### config.mk
export PLATFORM = sky130hd
export DESIGN_NAME = rf_write_arbiter
export DESIGN_NICKNAME = d
export VERILOG_FILES = /design/src/rtl/rf_pkg.sv /design/src/rtl/rf_wr_fifo.sv /design/src/rtl/rf_write_arbiter.sv
export SDC_FILE = /design/constraint.sdc
export NUM_CORES = 1
export LEC_CHECK = 0
export ABC_CLOCK_PERIOD_IN_PS = 3700
export CAP_MARGIN = 20
export CORE_AREA = 2 2 104 106
export DETAILED_ROUTE_END_ITERATION = 7
export DIE_AREA = 0 0 106 108
export PLACE_DENSITY = 0.7
export SLEW_MARGIN = 20
export SYNTH_ARGS = -nofsm -noshare
export SYNTH_HDL_FRONTEND = slang
export SYNTH_HIERARCHICAL = 1
export SYNTH_SLANG_ARGS = --single-unit
### constraint.sdc
create_clock -name clk -period 3.7 [get_ports clk]
set_input_delay 0.74 -clock clk [delete_from_list [all_inputs] [get_ports clk]]
set_output_delay 0.74 -clock clk [all_outputs]
set_load 0.02 [all_outputs]
### src/rtl/rf_pkg.sv
// Shared types and widths for the register-file write arbiter.
package rf_pkg;
  localparam int REG_ADDR_W = 5;
  localparam int XLEN       = 32;

  typedef enum logic {INIT, RUN} rf_state_e;

  typedef struct packed {
    logic [REG_ADDR_W-1:0] addr;
    logic [XLEN-1:0]       data;
  } wr_req_t;
endpackage

### src/rtl/rf_wr_fifo.sv
// Small synchronous FIFO holding long-latency-unit write requests.
// Push is ignored when full and pop is ignored when empty, so a pop at full
// only frees space for the following cycle.
module rf_wr_fifo
  import rf_pkg::*;
#(
  parameter int DEPTH = 2
) (
  input  logic    clk,
  input  logic    rst_n,
  input  logic    push,
  input  wr_req_t push_data,
  input  logic    pop,
  output wr_req_t head,
  output logic    full,
  output logic    empty
);
  localparam int PW = (DEPTH > 1) ? $clog2(DEPTH) : 1;
  localparam int CW = $clog2(DEPTH) + 1;

  wr_req_t         mem [DEPTH];
  logic [PW-1:0]   wr_ptr, rd_ptr;
  logic [CW-1:0]   count;
  logic            do_push, do_pop;

  assign full    = (count == CW'(DEPTH));
  assign empty   = (count == '0);
  assign do_push = push && !full;
  assign do_pop  = pop && !empty;
  assign head    = mem[rd_ptr];

  // Pointers wrap naturally because DEPTH is a power of two.
  always_ff @(posedge clk) begin
    if (!rst_n) begin
      wr_ptr <= '0;
      rd_ptr <= '0;
      count  <= '0;
    end else begin
      if (do_push) wr_ptr <= wr_ptr + PW'(1);
      if (do_pop)  rd_ptr <= rd_ptr + PW'(1);
      unique case ({do_push, do_pop})
        2'b10:   count <= count + CW'(1);
        2'b01:   count <= count - CW'(1);
        default: count <= count;
      endcase
    end
  end

  // Storage needs no reset; occupancy decides what is valid.
  always_ff @(posedge clk) begin
    if (do_push) mem[wr_ptr] <= push_data;
  end
endmodule

### src/rtl/rf_write_arbiter.sv
// Register-file write-port arbiter: pipeline writeback has priority, the
// long-latency unit is buffered and drained in idle writeback cycles, and a
// starvation counter requests a one-cycle writeback bubble.
// Optional macro RF_CLEAR_EN adds a 32-cycle zeroing sweep after reset.
module rf_write_arbiter
  import rf_pkg::*;
#(
  parameter int LU_DEPTH     = 2,
  parameter int STARVE_LIMIT = 4
) (
  input  logic                  clk,
  input  logic                  rst_n,
  input  logic                  wb_valid,
  input  logic [REG_ADDR_W-1:0] wb_addr,
  input  logic [XLEN-1:0]       wb_data,
  input  logic                  lu_valid,
  input  logic [REG_ADDR_W-1:0] lu_addr,
  input  logic [XLEN-1:0]       lu_data,
  output logic                  lu_ready,
  output logic                  rf_reg_wr,
  output logic [REG_ADDR_W-1:0] rf_waddr,
  output logic [XLEN-1:0]       rf_wdata,
  output logic                  wb_stall,
  output logic                  init_busy
);
  localparam int SW = $clog2(STARVE_LIMIT + 1);

  rf_state_e     state;
  wr_req_t       lu_req, head;
  logic          full, empty, push, pop, run_st, in_init;
  logic [SW-1:0] starve_cnt;

`ifdef RF_CLEAR_EN
  rf_state_e             state_nxt;
  logic [REG_ADDR_W-1:0] sweep;

  // State register and sweep address; reset always restarts the sweep at 0.
  always_ff @(posedge clk) begin
    if (!rst_n) begin
      state <= INIT;
      sweep <= '0;
    end else begin
      state <= state_nxt;
      if (state == INIT) sweep <= sweep + REG_ADDR_W'(1);
    end
  end

  // Leave INIT after the last register has been cleared.
  always_comb begin
    state_nxt = state;
    if (state == INIT && sweep == '1) state_nxt = RUN;
  end

  assign in_init   = rst_n && (state == INIT);
  assign init_busy = (state == INIT);
`else
  assign state     = RUN;
  assign in_init   = 1'b0;
  assign init_busy = 1'b0;
`endif

  assign run_st   = rst_n && (state == RUN);
  assign lu_ready = run_st && !full;
  assign push     = lu_valid && lu_ready;
  assign pop      = run_st && !wb_valid && !empty;
  assign lu_req   = '{addr: lu_addr, data: lu_data};

  rf_wr_fifo #(.DEPTH(LU_DEPTH)) u_fifo (
    .clk       (clk),
    .rst_n     (rst_n),
    .push      (push),
    .push_data (lu_req),
    .pop       (pop),
    .head      (head),
    .full      (full),
    .empty     (empty)
  );

  // Write-port mux: sweep, then writeback, then buffer head; address 0 is dropped.
  always_comb begin
    rf_reg_wr = 1'b0;
    rf_waddr  = '0;
    rf_wdata  = '0;
`ifdef RF_CLEAR_EN
    if (in_init) begin
      rf_reg_wr = 1'b1;
      rf_waddr  = sweep;
    end else
`endif
    if (run_st && wb_valid) begin
      if (wb_addr != '0) begin
        rf_reg_wr = 1'b1;
        rf_waddr  = wb_addr;
        rf_wdata  = wb_data;
      end
    end else if (pop) begin
      if (head.addr != '0) begin
        rf_reg_wr = 1'b1;
        rf_waddr  = head.addr;
        rf_wdata  = head.data;
      end
    end
  end

  // Count cycles the buffer loses to writeback; pulse wb_stall at the limit.
  always_ff @(posedge clk) begin
    if (!rst_n) begin
      starve_cnt <= '0;
      wb_stall   <= 1'b0;
    end else begin
      wb_stall <= 1'b0;
      if (pop) begin
        starve_cnt <= '0;
      end else if (run_st && wb_valid && !empty) begin
        if (starve_cnt == SW'(STARVE_LIMIT - 1)) begin
          starve_cnt <= '0;
          wb_stall   <= 1'b1;
        end else begin
          starve_cnt <= starve_cnt + SW'(1);
        end
      end
    end
  end
endmodule

==> flow_summary.yaml, run 1 <==
clock_tree:
  postCtsSetupBuffers: 0
  htree_levels: 3
  numCtsBuffers: 9
  cts-resized-gates: 0
  insertion_delay_ps: 330
  cts_root_buffer: "clkbuf_8"
  cts_tree: "yes"
  clk_pin_slew_ps: 80
  cts_hold_buf: 0
  clock-sinks: 83
  cts.path.max_buffers: 2
sta:
  fmax_ghz: 0.282
  rsz0062_at_grt: "false"
  setup_tns_ps: 0
  skew_ps: 6.34
  finalCritPeriodShare_pct: 95.7
  setup_violations: 0
  drv_slew: 0
  hold_slack_ps: 436
  report.final.hold_viol_count: 0
  period_needed_ps: 3540
logic_synthesis:
  synth_edf_count: 74
  seq_area_frac_synth_pct: 68.3
  ys_types: 33
  synth.avg_cell_area_um2: 16.4
  synth.net_count: 295
  yosysWarnings: 6
  ys_ff_latch: 83
  syn-instance-count: 215
  netlist_area_um2: 3520
  async_flop_share_pct: 0
  synth_ff_type: "edfxtp_1"
die:
  fp.dieH_um: 108
  start_util_pct: 34.4
  core_area_um2: 10200
  num_rows: 37
  die_w_um: 106
  die_area_um2: 11400
  ios: 119
setup_path:
  cp_max_fo: 33
  critPathLaunchType: "flip-flop"
  critPathTopFamily: "simple AND/OR/NAND/NOR gates"
  crit_chain: "mux2_2 -> or4_4 -> o21a_4 -> or2_1 -> clkdlybuf4s50_1"
  crit_arrival_ps: 2800
  cpPeakStageDelay_ps: 540
  required_ps: 2960
  end_kind: "output pin"
  reg2reg_setup_slack_ps: 1530
  critical_path_class: "reg2out"
  r2r_start: "u_fifo/count[0]$_SDFFE_PN0P_"
  cp_num_buf_inv: 1
  cpMaxStageDelayCell: "or4_4"
cells_and_area:
  areaGrowthSynthToFinish_pct: 45.7
  antenna_cells: 0
  fillCellCount: 872
  final_common_cell: "clkdlybuf4s50_1"
  multi_input_comb_area_um2: 1040
  final_cell_mix: "clkdlybuf4s50_1 (117), edfxtp_1 (74), a22o_1 (37), mux2_2 (37), clkbuf_8 (10)"
  fin_cells: 481
  nNetsFinal: 420
  ff_latch_area_um2: 2400
  drive_gt1_share_pct: 19.7
global_route:
  globalRouteTotalUtil_pct: 13.4
  grt_max_degree: 34
  grt_antenna_before_repair: 0
  grt_pass1_wl_um: 11700
  grt_pass1_vias: 2385
  grt_remaining_overflow: 0
pwr:
  sequentialPowerShare_pct: 50.0
  vdd_drop_max_mv: 0.180
  swShare_pct: 20.7
  p_leak_uw: 0.00174
  clockPowerShare_pct: 36.1
  switchingPower_uw: 442
  p_comb_share_pct: 14.0
  power-per-cell-area_nw_per_um2: 417
  p_int_uw: 1700
placement:
  dpl.hpwl_um: 5190
  dp_cells: 465
  gp_congestion: 0.690
  io_buffers: 117
drt:
  dr.pass1.iters: 4
  route.detailed.drc: 0
  wl_per_cell_um: 15.6
  ant_nets: 0
  via_count: 2247
  drt_iter0_drc: 74
  totalWireLength_um: 7500
  vias_per_cell: 4.67
min_path:
  holdCritPathClass: "reg2reg"
  hp-start: "starve_cnt[2]$_SDFFE_PP0P_"
run_status:
  status: "finished clean"
job:
  drv_cap: 0
## state kept, by name, summed over array words and instances (netlist names), named ones only
name and cells:
u_fifo/count 2, u_fifo/rd_ptr 1, u_fifo/mem 74, starve_cnt 3
wb_stall 1, u_fifo/wr_ptr 1
## worst reg2reg max path, stage by stage (launching register included)
cell and delay [ps]:
dfxtp_1 420, nand2b_2 180, inv_2 50, nor2b_1 180, and2_1 220, inv_1 60
or3_1 360, clkinv_1 70, buf_4 300
## layer usage
layer  up-vias  share of wire (%)  track usage [%]  routed length [um]
li1       1093                  -                -                   -
met1      1073                 42             15.4                3170
met2        74                 51             24.1                3850
met3         7                5.2             3.56                 389
met4         0                1.1             4.51                  85
met5         -                  0                0                   0
## final cells by class
class,instances,share of cell area [%]
tap,136,3.32
clock inverter,5,1.95
multi-input combinational,117,20.3
clock buffer,11,2.76
sequential,83,46.9
inverter,4,0.293
timing repair buffer,125,24.5
## cells by family after synthesis
family / Yosys count / share of synthesized area [%]
flip-flops: 83 / 68.3
adder cells (fa/ha/maj): 2 / 0.711
buffers and inverters: 15 / 2.49
multiplexers: 37 / 11.8
AND/OR/NAND/NOR: 27 / 4.52
AO/OA/AOI/OAI: 47 / 11.3
XOR/XNOR: 3 / 0.747
other: 1 / 0.107
## Yosys cell counts (all sizes together), types with 2 or more instances
cell / instances / share of area [%]
xnor2: 3 / 0.75
dfxtp: 9 / 5.1
nand2: 5 / 0.53
nor2: 4 / 0.43
nor2b: 3 / 0.53
a22o: 37 / 9.2
mux2: 37 / 12
nor3: 2 / 0.28
and2: 3 / 0.53
ha: 2 / 0.71
or3: 2 / 0.36
edfxtp: 74 / 63
o21a: 2 / 0.64
nand2b: 2 / 0.43
o21ai: 2 / 0.28
clkbuf: 3 / 0.32
a21oi: 2 / 0.28
buf: 8 / 1.7
a21boi: 4 / 0.85
inv: 4 / 0.43
## final timing paths
path,cells after the start,to
max,5,rf_reg_wr
min reg2reg,2,starve_cnt[2]$_SDFFE_PP0P_
min,2,starve_cnt[2]$_SDFFE_PP0P_
max reg2reg,8,u_fifo/mem[0][8]$_DFFE_PP_
## power groups by stage
stage                     Sequential, uW  Combinational, uW  Clock, uW
after floorplan                     1090                134          0
after global routing                1070                318        828
after detailed placement            1090                301          0
after global placement              1090                295          0
final                               1070                298        771
after CTS                           1070                303        797
## per-stage QoR
step	area (um^2)	power [uW]	worst slack (ps)	util (%)
after global placement	4880	1380	229	47.7
final	5130	2140	159	50.1
after floorplan	3520	1220	778	-
after global routing	5130	2220	45.4	50.1
after CTS	5130	2170	125	50.1
after detailed placement	4880	1390	194	47.7
No activity file was read; power rests on OpenSTA's default activity.
==> inputs of run 2 (changes only) <==
--- a/config.mk
+++ b/config.mk
@@ -7,10 +7,10 @@
 export LEC_CHECK = 0
 export ABC_CLOCK_PERIOD_IN_PS = 3700
 export CAP_MARGIN = 20
-export CORE_AREA = 2 2 104 106
+export CORE_AREA = 2 2 108 110
 export DETAILED_ROUTE_END_ITERATION = 7
-export DIE_AREA = 0 0 106 108
-export PLACE_DENSITY = 0.7
+export DIE_AREA = 0 0 110 112
+export PLACE_DENSITY = 0.66
 export SLEW_MARGIN = 20
 export SYNTH_ARGS = -nofsm -noshare
 export SYNTH_HDL_FRONTEND = slang
==> run 2 against run 1 <==
Compared with the run above:
- worst hold slack got worse by 11 ps
- fmax grew 0.31%
- die area up 7.6%
- sequential share of layout area decreased by 0.70 points
- design area grew 1.5%
- largest power group unchanged
- highest routed layer unchanged
==> flow_summary.yaml, run 2 (synthesis results as in run 1) <==
pwr:
  total_power_uw: 2240
  sequentialPowerShare_pct: 47.7
  p_comb_share_pct: 13.4
  p_int_uw: 1760
  p_leak_uw: 0.00176
  switchingPower_uw: 487
  power-per-cell-area_nw_per_um2: 431
  vdd_drop_max_mv: 0.232
  clockPowerShare_pct: 38.9
  swShare_pct: 21.7
global_route:
  grt_pass1_vias: 2380
  grt_antenna_before_repair: 0
  globalRouteTotalUtil_pct: 12.8
  grt_remaining_overflow: 0
  grt_max_degree: 34
  grt_pass1_wl_um: 11800
setup_path:
  reg2reg_depth: 8
  cpMaxStageDelayCell: "or4_4"
  required_ps: 2960
  cp_max_fo: 33
  crit_chain: "mux2_2 -> or4_4 -> o21a_4 -> or2_1 -> clkdlybuf4s50_1"
  r2r_end: "u_fifo/mem[0][2]$_DFFE_PP_"
  critical_path_class: "reg2out"
  end_kind: "output pin"
  reg2reg_setup_slack_ps: 1560
  critPathLaunchType: "flip-flop"
  r2r_start: "u_fifo/count[0]$_SDFFE_PN0P_"
  crit_arrival_ps: 2790
  cpPeakStageDelay_ps: 550
job:
  drv_cap: 0
cells_and_area:
  antenna_cells: 0
  regMostFlops: "u_fifo/mem"
  nNetsFinal: 422
  final_cell_mix: "clkdlybuf4s50_1 (117), edfxtp_1 (74), a22o_1 (37), mux2_2 (37), clkbuf_16 (9)"
  final_common_cell: "clkdlybuf4s50_1"
  reg.largest.list: "u_fifo/mem (74), starve_cnt (3), u_fifo/count (2)"
  areaGrowthSynthToFinish_pct: 48.0
  final_cell_area_um2: 5200
  drive_gt1_share_pct: 20.2
  largest_reg_flops: 74
placement:
  gp_congestion: 0.754
  dpl.hpwl_um: 5250
  place_area_um2: 4910
  post-place-ws_ps: 210
  io_buffers: 117
clock_tree:
  cts_hold_buf: 0
  cts.path.max_buffers: 2
  clock-sinks: 83
  cts_tree: "yes"
  postCtsSetupBuffers: 0
  cts_root_buffer: "clkbuf_16"
  cts-resized-gates: 0
  htree_levels: 3
  clk_pin_slew_ps: 60
  numCtsBuffers: 9
  insertion_delay_ps: 330
min_path:
  hold_depth: 2
  holdCritPathClass: "reg2reg"
  hp-start: "starve_cnt[2]$_SDFFE_PP0P_"
  hold-path-endpoint: "starve_cnt[2]$_SDFFE_PP0P_"
die:
  core_area_um2: 11200
  num_rows: 39
  start_util_pct: 31.5
  ios: 119
  fp.dieH_um: 112
  die_area_um2: 12300
  die_w_um: 110
sta:
  period_needed_ps: 3530
  fmax_ghz: 0.283
  rsz0062_at_grt: "false"
  setup_violations: 0
  report.final.hold_viol_count: 0
  setup_tns_ps: 0
  finalCritPeriodShare_pct: 95.4
  drv_slew: 0
  setup_ws_ps: 170
  skew_ps: 4.54
drt:
  dr.pass1.iters: 4
  ant_nets: 0
  wl_per_cell_um: 15.5
  totalWireLength_um: 7600
  vias_per_cell: 4.76
  drt_iter0_drc: 105
  via_count: 2330
  route.detailed.drc: 0
run_status:
  status: "finished clean"
## run 2: stage by stage
step	hold WS, ps	utilization (%)	std cells
3_5_place_dp	419	43.9	474
2_1_floorplan	410	-	215
5_1_grt	443	46.6	490
3_3_place_gp	418	43.9	474
4_1_cts	427	46.6	490
6_report	425	46.6	490
## run 2: worst max path at each step
| stage | startpoint | endpoint | slack (ps) | cells past startpoint |
|---|---|---|---|---|
| final | flip-flop | rf_reg_wr | 170 | 5 |
| after global routing | flip-flop | rf_reg_wr | 80 | 5 |
| after CTS | flip-flop | rf_reg_wr | 130 | 5 |
| after detailed placement | wb_valid | rf_wdata[24] | 210 | 5 |
| after global placement | wb_valid | rf_wdata[7] | 260 | 5 |
| after floorplan | flip-flop | rf_wdata[10] | 780 | 7 |
## run 2: metal layers
metal	global-route usage (%)	share of wire [%]	up-vias	routed length (um)
li1	-	-	1103	-
met2	21.4	50	88	3780
met5	0	0	-	0
met3	4.10	7.1	12	537
met1	15.3	41	1127	3150
met4	4.56	1.8	0	134
## run 2: critical path, delay by kind of cell, from the launching register on
kind	cells	cell delay (ps)
AOI/OAI and AO/OA	1	340
and+or+nand+nor	2	810
DFF	1	400
buffers and inverters	1	530
muxes	1	370
## run 2: area by class of cell
cell class | count | area [um^2]
Tap cell | 143 | 179
Multi-Input combinational cell | 117 | 1040
Clock buffer | 10 | 229
Inverter | 4 | 15.0
Fill cell | 1024 | 5970
Clock inverter | 6 | 66.3
Sequential cell | 83 | 2400
Timing Repair Buffer | 127 | 1270
## run 2: power groups by stage
stage / Sequential (uW) / Clock [uW] / Combinational, uW
5_1_grt: 1070 / 942 / 323
2_1_floorplan: 1090 / 0 / 134
3_3_place_gp: 1090 / 0 / 300
3_5_place_dp: 1090 / 0 / 303
6_report: 1070 / 872 / 301
4_1_cts: 1070 / 898 / 305
